## config.mk

```make
export PLATFORM = sky130hd
export DESIGN_NAME = roll_over_gen
export DESIGN_NICKNAME = d
export VERILOG_FILES = /design/src/rtl/roll_over_pkg.sv /design/src/rtl/roll_over_gen.sv
export SDC_FILE = /design/constraint.sdc
export NUM_CORES = 1
export LEC_CHECK = 0
export ABC_AREA = 1
export ABC_CLOCK_PERIOD_IN_PS = 5500
export BUFFER_PORTS_ARGS = -buffer_cell sky130_fd_sc_hd__buf_2
export CELL_PAD_IN_SITES_DETAIL_PLACEMENT = 1
export CELL_PAD_IN_SITES_GLOBAL_PLACEMENT = 2
export CORE_ASPECT_RATIO = 1.25
export CORE_UTILIZATION = 37
export CTS_CLUSTER_SIZE = 14
export DETAILED_ROUTE_END_ITERATION = 10
export HOLD_SLACK_MARGIN = 0.12
export PLACE_DENSITY_LB_ADDON = 0.2
export SYNTH_ARGS = -nofsm -noshare
export SYNTH_HDL_FRONTEND = slang
export SYNTH_SLANG_ARGS = --single-unit
```

## constraint.sdc

```tcl
create_clock -name i_clk -period 5.5 [get_ports i_clk]
set_input_delay 1.1 -clock i_clk [delete_from_list [all_inputs] [get_ports i_clk]]
set_output_delay 1.1 -clock i_clk [all_outputs]
set_load 0.01 [all_outputs]
```

## src/rtl/roll_over_pkg.sv

```systemverilog
// roll_over_pkg: shared types and constants for the roll-over prescaler.
package roll_over_pkg;

    // S_DONE is only reachable when ROLL_OVER_ONESHOT_EN is defined.
    typedef enum logic [1:0] {
        S_IDLE,
        S_RUN,
        S_PEND,
        S_DONE
    } state_t;

    // Smallest usable limit; a limit of 0 would hold o_roll_over high.
    localparam int unsigned MIN_LIMIT = 1;

endpackage : roll_over_pkg

```

## src/rtl/roll_over_gen.sv

```systemverilog
// roll_over_gen: programmable prescaler producing a one-cycle, registered
// roll-over strobe every (limit+1) enabled cycles. New limits arrive through a
// valid/ready handshake and take effect only at a wrap, or immediately when idle.
// Optional macro ROLL_OVER_ONESHOT_EN adds i_oneshot: stop after the first
// pulse until i_enable has been seen low.
module roll_over_gen
    import roll_over_pkg::*;
#(
    parameter int unsigned WIDTH         = 16,
    parameter int unsigned DEFAULT_LIMIT = 49999
) (
    input  logic             i_clk,
    input  logic             i_reset_n,
    input  logic             i_enable,
`ifdef ROLL_OVER_ONESHOT_EN
    input  logic             i_oneshot,
`endif
    input  logic [WIDTH-1:0] i_limit,
    input  logic             i_limit_valid,
    output logic             o_limit_ready,
    output logic             o_roll_over,
    output logic [WIDTH-1:0] o_count
);

    localparam logic [WIDTH-1:0] LIMIT_RST = WIDTH'(DEFAULT_LIMIT);
    localparam logic [WIDTH-1:0] LIMIT_MIN = WIDTH'(MIN_LIMIT);

    state_t           state, state_nxt;
    logic [WIDTH-1:0] m_count, count_nxt;
    logic [WIDTH-1:0] m_limit, limit_nxt;
    logic [WIDTH-1:0] m_limit_pend, pend_nxt;
    logic             roll_nxt;
    logic [WIDTH-1:0] limit_in;
    logic             accept;
    logic             at_wrap;

    assign limit_in = (i_limit == '0) ? LIMIT_MIN : i_limit;
    assign accept   = i_limit_valid & o_limit_ready;
    // >= rather than == so a count left above a limit applied on disable
    // still wraps at the next enabled edge instead of running to overflow.
    assign at_wrap  = (m_count >= m_limit);
    assign o_count  = m_count;

    // State, counter, limit registers and the registered roll-over pulse.
    always_ff @(posedge i_clk or negedge i_reset_n) begin
        if (!i_reset_n) begin
            state        <= S_IDLE;
            m_count      <= '0;
            m_limit      <= LIMIT_RST;
            m_limit_pend <= LIMIT_RST;
            o_roll_over  <= 1'b0;
        end else begin
            state        <= state_nxt;
            m_count      <= count_nxt;
            m_limit      <= limit_nxt;
            m_limit_pend <= pend_nxt;
            o_roll_over  <= roll_nxt;
        end
    end

    // Next-state, counting, limit handoff and handshake ready.
    always_comb begin
        state_nxt     = state;
        count_nxt     = m_count;
        limit_nxt     = m_limit;
        pend_nxt      = m_limit_pend;
        roll_nxt      = 1'b0;
        o_limit_ready = (state != S_PEND);

        case (state)
            S_RUN: begin
                if (!i_enable) begin
                    state_nxt = S_IDLE;
                    if (accept) limit_nxt = limit_in;
                end else begin
                    if (at_wrap) begin
                        count_nxt = '0;
                        roll_nxt  = 1'b1;
                    end else begin
                        count_nxt = m_count + 1'b1;
                    end
                    // A limit accepted on a wrap edge waits for the following wrap.
                    if (accept) begin
                        pend_nxt  = limit_in;
                        state_nxt = S_PEND;
                    end
`ifdef ROLL_OVER_ONESHOT_EN
                    if (at_wrap && i_oneshot) begin
                        state_nxt = S_DONE;
                        if (accept) limit_nxt = limit_in;
                    end
`endif
                end
            end

            S_PEND: begin
                if (!i_enable) begin
                    state_nxt = S_IDLE;
                    limit_nxt = m_limit_pend;
                end else if (at_wrap) begin
                    count_nxt = '0;
                    roll_nxt  = 1'b1;
                    limit_nxt = m_limit_pend;
                    state_nxt = S_RUN;
`ifdef ROLL_OVER_ONESHOT_EN
                    if (i_oneshot) state_nxt = S_DONE;
`endif
                end else begin
                    count_nxt = m_count + 1'b1;
                end
            end

`ifdef ROLL_OVER_ONESHOT_EN
            S_DONE: begin
                if (accept) begin
                    limit_nxt = limit_in;
                    count_nxt = '0;
                end
                if (!i_enable) state_nxt = S_IDLE;
            end
`endif

            default: begin
                if (accept) begin
                    limit_nxt = limit_in;
                    count_nxt = '0;
                end
                if (i_enable) state_nxt = S_RUN;
            end
        endcase
    end

endmodule : roll_over_gen

```

==> results of run 1 <==
-- cell type report --
cell class	instances	share of cell area (%)
repair buffers	38	5.65
flip-flops and latches	51	38.1
inverters	57	6.28
clock inverters	3	0.661
well taps	95	3.49
multi-input cells	272	43.8
clock buffers	5	2.02
-- synth_stat cells, types with 7 or more instances --
cell type	instances
o21ai_1	10
xor2_1	9
nand2_1	123
dfrtp_1	33
dfstp_2	18
nand3_1	11
ha_1	19
buf_2	7
nor2_1	19
o21ai_0	33
inv_1	57
nand4_1	9
nand3_2	11
-- worst min-delay path, cell delays in order (launching register included) --
cell	delay, ps
dfstp_2	380
nand2_1	50
nand2_1	40
-- path summary, 6_finish.rpt --
kind / from / to / slack (ps) / cells after the start
setup reg to reg: state[0] / m_limit[13] / 2890 / 6
max in group asynchronous: i_reset_n / m_limit_pend[13] / 4190 / 2
hold / removal: m_limit[3] / m_limit[3] / 470 / 2
min in group asynchronous: i_reset_n / o_count[0] / 880 / 2
setup / recovery: state[0] / o_limit_ready / 2380 / 4
hold reg to reg: m_limit[3] / m_limit[3] / 470 / 2
-- logic make-up after synthesis --
logic type | share of synthesized area, %
XOR/XNOR | 3.68
adder cells (fa/ha/maj) | 7.68
AND/OR/NAND/NOR | 26.8
flip-flops | 42.0
buffers and inverters | 9.78
AO/OA/AOI/OAI | 10.1
-- stage by stage --
stage | instance area, sq um | utilization [%] | power (uW) | hold slack (ps) | cells
final | 3410 | 42.8 | 1370 | 470 | 521
after detailed placement | 3320 | 41.6 | 1150 | 459 | 513
after global routing | 3410 | 42.8 | 1510 | 489 | 521
after floorplan | 3100 | - | 1020 | 442 | 394
after CTS | 3410 | 42.8 | 1400 | 475 | 521
after global placement | 3320 | 41.6 | 1120 | 451 | 513
-- flip-flops by register name, summed over array words and instances, names as in the netlist --
| name | cells |
|---|---|
| state | 2 |
| o_count | 16 |
| m_limit_pend | 16 |
| m_limit | 16 |
| o_roll_over | 1 |
-- power breakdown --
| part | switching [uW] | internal, uW |
|---|---|---|
| clock network | 142 | 92.4 |
| logic | 327 | 175 |
| registers | 78.8 | 550 |
-- metal layers --
metal / part of all wire [%] / vias up / wire length [um] / GRT usage, %
met5: 0 / - / 0 / 0
met4: 1.6 / 0 / 114 / 5.67
met3: 2.4 / 10 / 167 / 3.02
met2: 51 / 35 / 3590 / 31.3
met1: 45 / 1184 / 3190 / 22.0
li1: - / 1309 / - / -
==> flow_summary.json, run 1 <==
{
  "drc_errors": 6,
  "numPortBuffers": 37,
  "cts_buffers": 5,
  "avgSynthCellArea_sq_um": 7.86,
  "root_buffer": "clkbuf_8",
  "die-area_sq_mm": 0.00874,
  "leakagePower_uw": 0.00174,
  "cp.buffers_inverters": 3,
  "die_width_um": 83.8,
  "synth_ff_type": "dfrtp_1",
  "drtIter0Drc": 56,
  "relSlewSlack_pct": 31.1,
  "gr-total-overflow": 0,
  "outcome": "finished with violations",
  "synth-edff-count": 0,
  "critPathTopFamily": "adder cells",
  "tightest_slew_ps": 1030,
  "clkLatencyLatePin_ps": 320,
  "layout_commonest_cell": "nand2_1",
  "fin_crit_ps": 3120,
  "dp_hpwl_um": 5400,
  "vias_per_cell": 4.87,
  "cp_common_cell": "inv_1",
  "power_density_mw_per_mm2": 400,
  "wire_per_inst_um": 13.6,
  "critPathMaxStageDelay_ps": 830,
  "hold_viol": 0,
  "cp.arrival_ps": 2020,
  "wirelength_um": 7060,
  "grt_pass1_wl_um": 12600,
  "setup_ws_ps": 2380,
  "synth_top_area_share_pct": 26.7,
  "pre_cts_ws_ps": 2710,
  "post_cts_buffers": 0,
  "synth_cells": 394,
  "cts-resized-gates": 0,
  "grt_max_degree": 52,
  "initial_core_util_pct": 38.8,
  "core.rowCount": 36,
  "cts_tree": "done",
  "async_flop_share_pct": 100,
  "drive_gt1_share_pct": 19.5,
  "multi_input_area_sq_mm": 0.00149,
  "maxCapViolCount": 0,
  "peakVddDrop_mv": 0.154,
  "ant_nets": 0,
  "startpoint_type": "flop",
  "max_freq_mhz": 321,
  "htree_levels": 2,
  "clock-sinks": 51,
  "rsz0062_at_grt": "no",
  "ctsHoldBuffers": 0,
  "coreArea_sq_mm": 0.00797,
  "final_cell_mix": "nand2_1, inv_1, buf_2",
  "diodes": 0,
  "vias": 2538,
  "clock_skew_ps": 4.35,
  "syn_nets": 433,
  "min_path_type": "flop to flop",
  "ys_warn_count": 0,
  "place_congestion": 0.780,
  "path_cells": "inv_1, ha_1, inv_1, buf_2",
  "crit_fanout": 36,
  "fin_setup_tns_ps": 0,
  "end_kind": "output port",
  "setup-violations-final": 0,
  "synth_area_leader_cell": "dfrtp_1",
  "nNetsFinal": 464,
  "grt_pass1_vias": 2684,
  "synth_cell_types": 30,
  "slew_viol_final": 0,
  "seqCellArea_sq_mm": 0.00130,
  "synthesis.area_sq_mm": 0.00310,
  "first_pass_iters": 7,
  "worstPathRequired_ps": 4400,
  "worst-setup-path-type": "flop to output port",
  "violations": "design-rule violations",
  "antenna_found_initial": 0,
  "area_growth_pct": 10.1,
  "cpMaxStageDelayCell": "ha_1",
  "pin_count": 38,
  "cts_buffer_depth": 2,
  "ys_seq_elements": 51,
  "fill_cells": 1011,
  "period_share_pct": 56.7,
  "die_h_um": 104,
  "path_clk_slew_ps": 100,
  "synth.area.top_cells": "dfrtp_1, dfstp_2, nand2_1",
  "grt_usage_pct": 17.8,
  "ys_seq_area_share_pct": 42.0
}
No activity file was read; power rests on OpenSTA's default activity.
==> run 2, diff against run 1 <==
ABC_CLOCK_PERIOD_IN_PS = 2700   (was 5500)
CORE_UTILIZATION = 31   (was 37)
clock period = 2.7 ns   (was 5.5 ns; I/O delays follow)
==> run 2 against run 1 <==
Compared with the run above:
- the flow now finishes without violations
- die area is 19% higher
- combinational power is 110% higher
- first-iteration DRC count is 48% higher
- non-clock buffer count is 3 higher
- setup slack worse by 1800 ps
- largest cell class unchanged
- sequential power is 100% higher
- flip-flop and latch count stayed put
==> flow_summary.json, run 2 (synthesis results as in run 1) <==
{
  "die_width_um": 91.4,
  "clock-sinks": 51,
  "leakagePower_uw": 0.00180,
  "worst-setup-path-type": "flop to flop",
  "layout_commonest_cell": "nand2_1",
  "die_h_um": 114,
  "numPortBuffers": 37,
  "area_growth_pct": 14.8,
  "path_clk_slew_ps": 70,
  "relSlewSlack_pct": 47.2,
  "nNetsFinal": 467,
  "post_cts_buffers": 0,
  "cts_buffer_depth": 2,
  "coreArea_sq_mm": 0.00966,
  "core.rowCount": 40,
  "critPathMaxStageDelay_ps": 540,
  "vias_per_cell": 4.65,
  "critPathTopFamily": "simple AND/OR/NAND/NOR gates",
  "maxCapViolCount": 0,
  "tightest_slew_ps": 792,
  "cts_buffers": 5,
  "root_buffer": "clkbuf_16",
  "outcome": "finished, final reports clean",
  "dp_hpwl_um": 5720,
  "min_path_type": "input port to async pin",
  "crit_fanout": 20,
  "slew_viol_final": 0,
  "cts_tree": "done",
  "pin_count": 38,
  "gr-total-overflow": 0,
  "wirelength_um": 7370,
  "antenna_found_initial": 0,
  "placed_area_sq_mm": 0.00338,
  "hold_ws_ps": 215,
  "grt_usage_pct": 15.2,
  "grt_pass1_wl_um": 12600,
  "ctsHoldBuffers": 0,
  "cts-resized-gates": 0,
  "fin_crit_ps": 2100,
  "clock_skew_ps": 5.09,
  "first_pass_iters": 4,
  "worstPathRequired_ps": 2930,
  "initial_core_util_pct": 32.0,
  "hold_viol": 0,
  "cpMaxStageDelayCell": "dfstp_2",
  "vias": 2583,
  "cp_common_cell": "nand2_1",
  "diodes": 0,
  "drc_errors": 0,
  "path_cells": "inv_1, ha_1, nand2_1, nand2_1, nor2_1, nand2_1, nand2_1, nand2_1, nand2_2, nand3_4, nand2_4, nand2_1, nand2_1",
  "end_kind": "flop",
  "ant_nets": 0,
  "drive_gt1_share_pct": 20.0,
  "startpoint_type": "flop",
  "cp.buffers_inverters": 1,
  "peakVddDrop_mv": 0.317,
  "wire_per_inst_um": 13.3,
  "cp.arrival_ps": 2330,
  "htree_levels": 2,
  "finish.instance_area_sq_mm": 0.00355,
  "rsz0062_at_grt": "no",
  "clkLatencyLatePin_ps": 290,
  "fill_cells": 1216,
  "grt_max_degree": 36,
  "fin_setup_tns_ps": 0,
  "place_congestion": 0.725,
  "die-area_sq_mm": 0.0104,
  "max_freq_mhz": 475,
  "final_cell_mix": "nand2_1, inv_1, buf_2",
  "power_density_mw_per_mm2": 861,
  "grt_pass1_vias": 2571,
  "period_share_pct": 77.9,
  "setup-violations-final": 0,
  "drtIter0Drc": 83
}
## run 2: cell types whose count changed in the layout (fill, tap and decap cells not counted)
cell	before	now
buf_4	1	4
bufinv_16	0	1
clkbuf_16	0	5
clkbuf_8	5	1
inv_6	2	0
## run 2: worst paths after layout
kind | startpoint | end | slack (ps) | cells past startpoint
min | i_reset_n | o_count[1] | 210 | 1
max in group asynchronous | i_reset_n | m_limit[9] | 1810 | 2
max | m_limit[3] | m_limit[11] | 600 | 13
min in group i_clk | m_limit[6] | m_limit[6] | 460 | 2
max reg2reg | m_limit[3] | m_limit[11] | 600 | 13
min reg2reg | m_limit[6] | m_limit[6] | 460 | 2
## run 2: power breakdown
part	internal [uW]	switching [uW]	total, uW	leakage, uW
sequential	1120	157	1280	0.000622
clock	461	282	744	0.0000868
combinational	363	675	1040	0.00109
total	1950	1110	3060	0.00180
## run 2: metal layers
layer  up-vias  wire (um)  share of wire (%)  GRT usage [%]
met1      1230       3480                 47           19.0
met5         -          0                  0              0
met2        35       3640                 49           27.7
li1       1313          -                  -              -
met3         5        154                2.1           2.13
met4         0         84                1.1           3.81
## run 2: cell type report
cell class,instances,area (sq um),area share [%]
inverters,57,214,6.02
clock inverters,2,35.0,0.986
clock buffers,6,139,3.91
repair buffers,41,215,6.06
multi-input cells,272,1490,42.0
well taps,126,158,4.44
flip-flops and latches,51,1300,36.5
## run 2: per-stage QoR
| stage | worst slack [ps] | std cells | utilization (%) | total power, uW |
|---|---|---|---|---|
| 2_1_floorplan | 890 | 394 | - | 2080 |
| 3_3_place_gp | 621 | 547 | 35.0 | 2320 |
| 3_5_place_dp | 572 | 547 | 35.0 | 2360 |
| 4_1_cts | 552 | 555 | 36.8 | 3120 |
| 5_1_grt | 342 | 555 | 36.8 | 3340 |
| 6_report | 597 | 555 | 36.8 | 3060 |
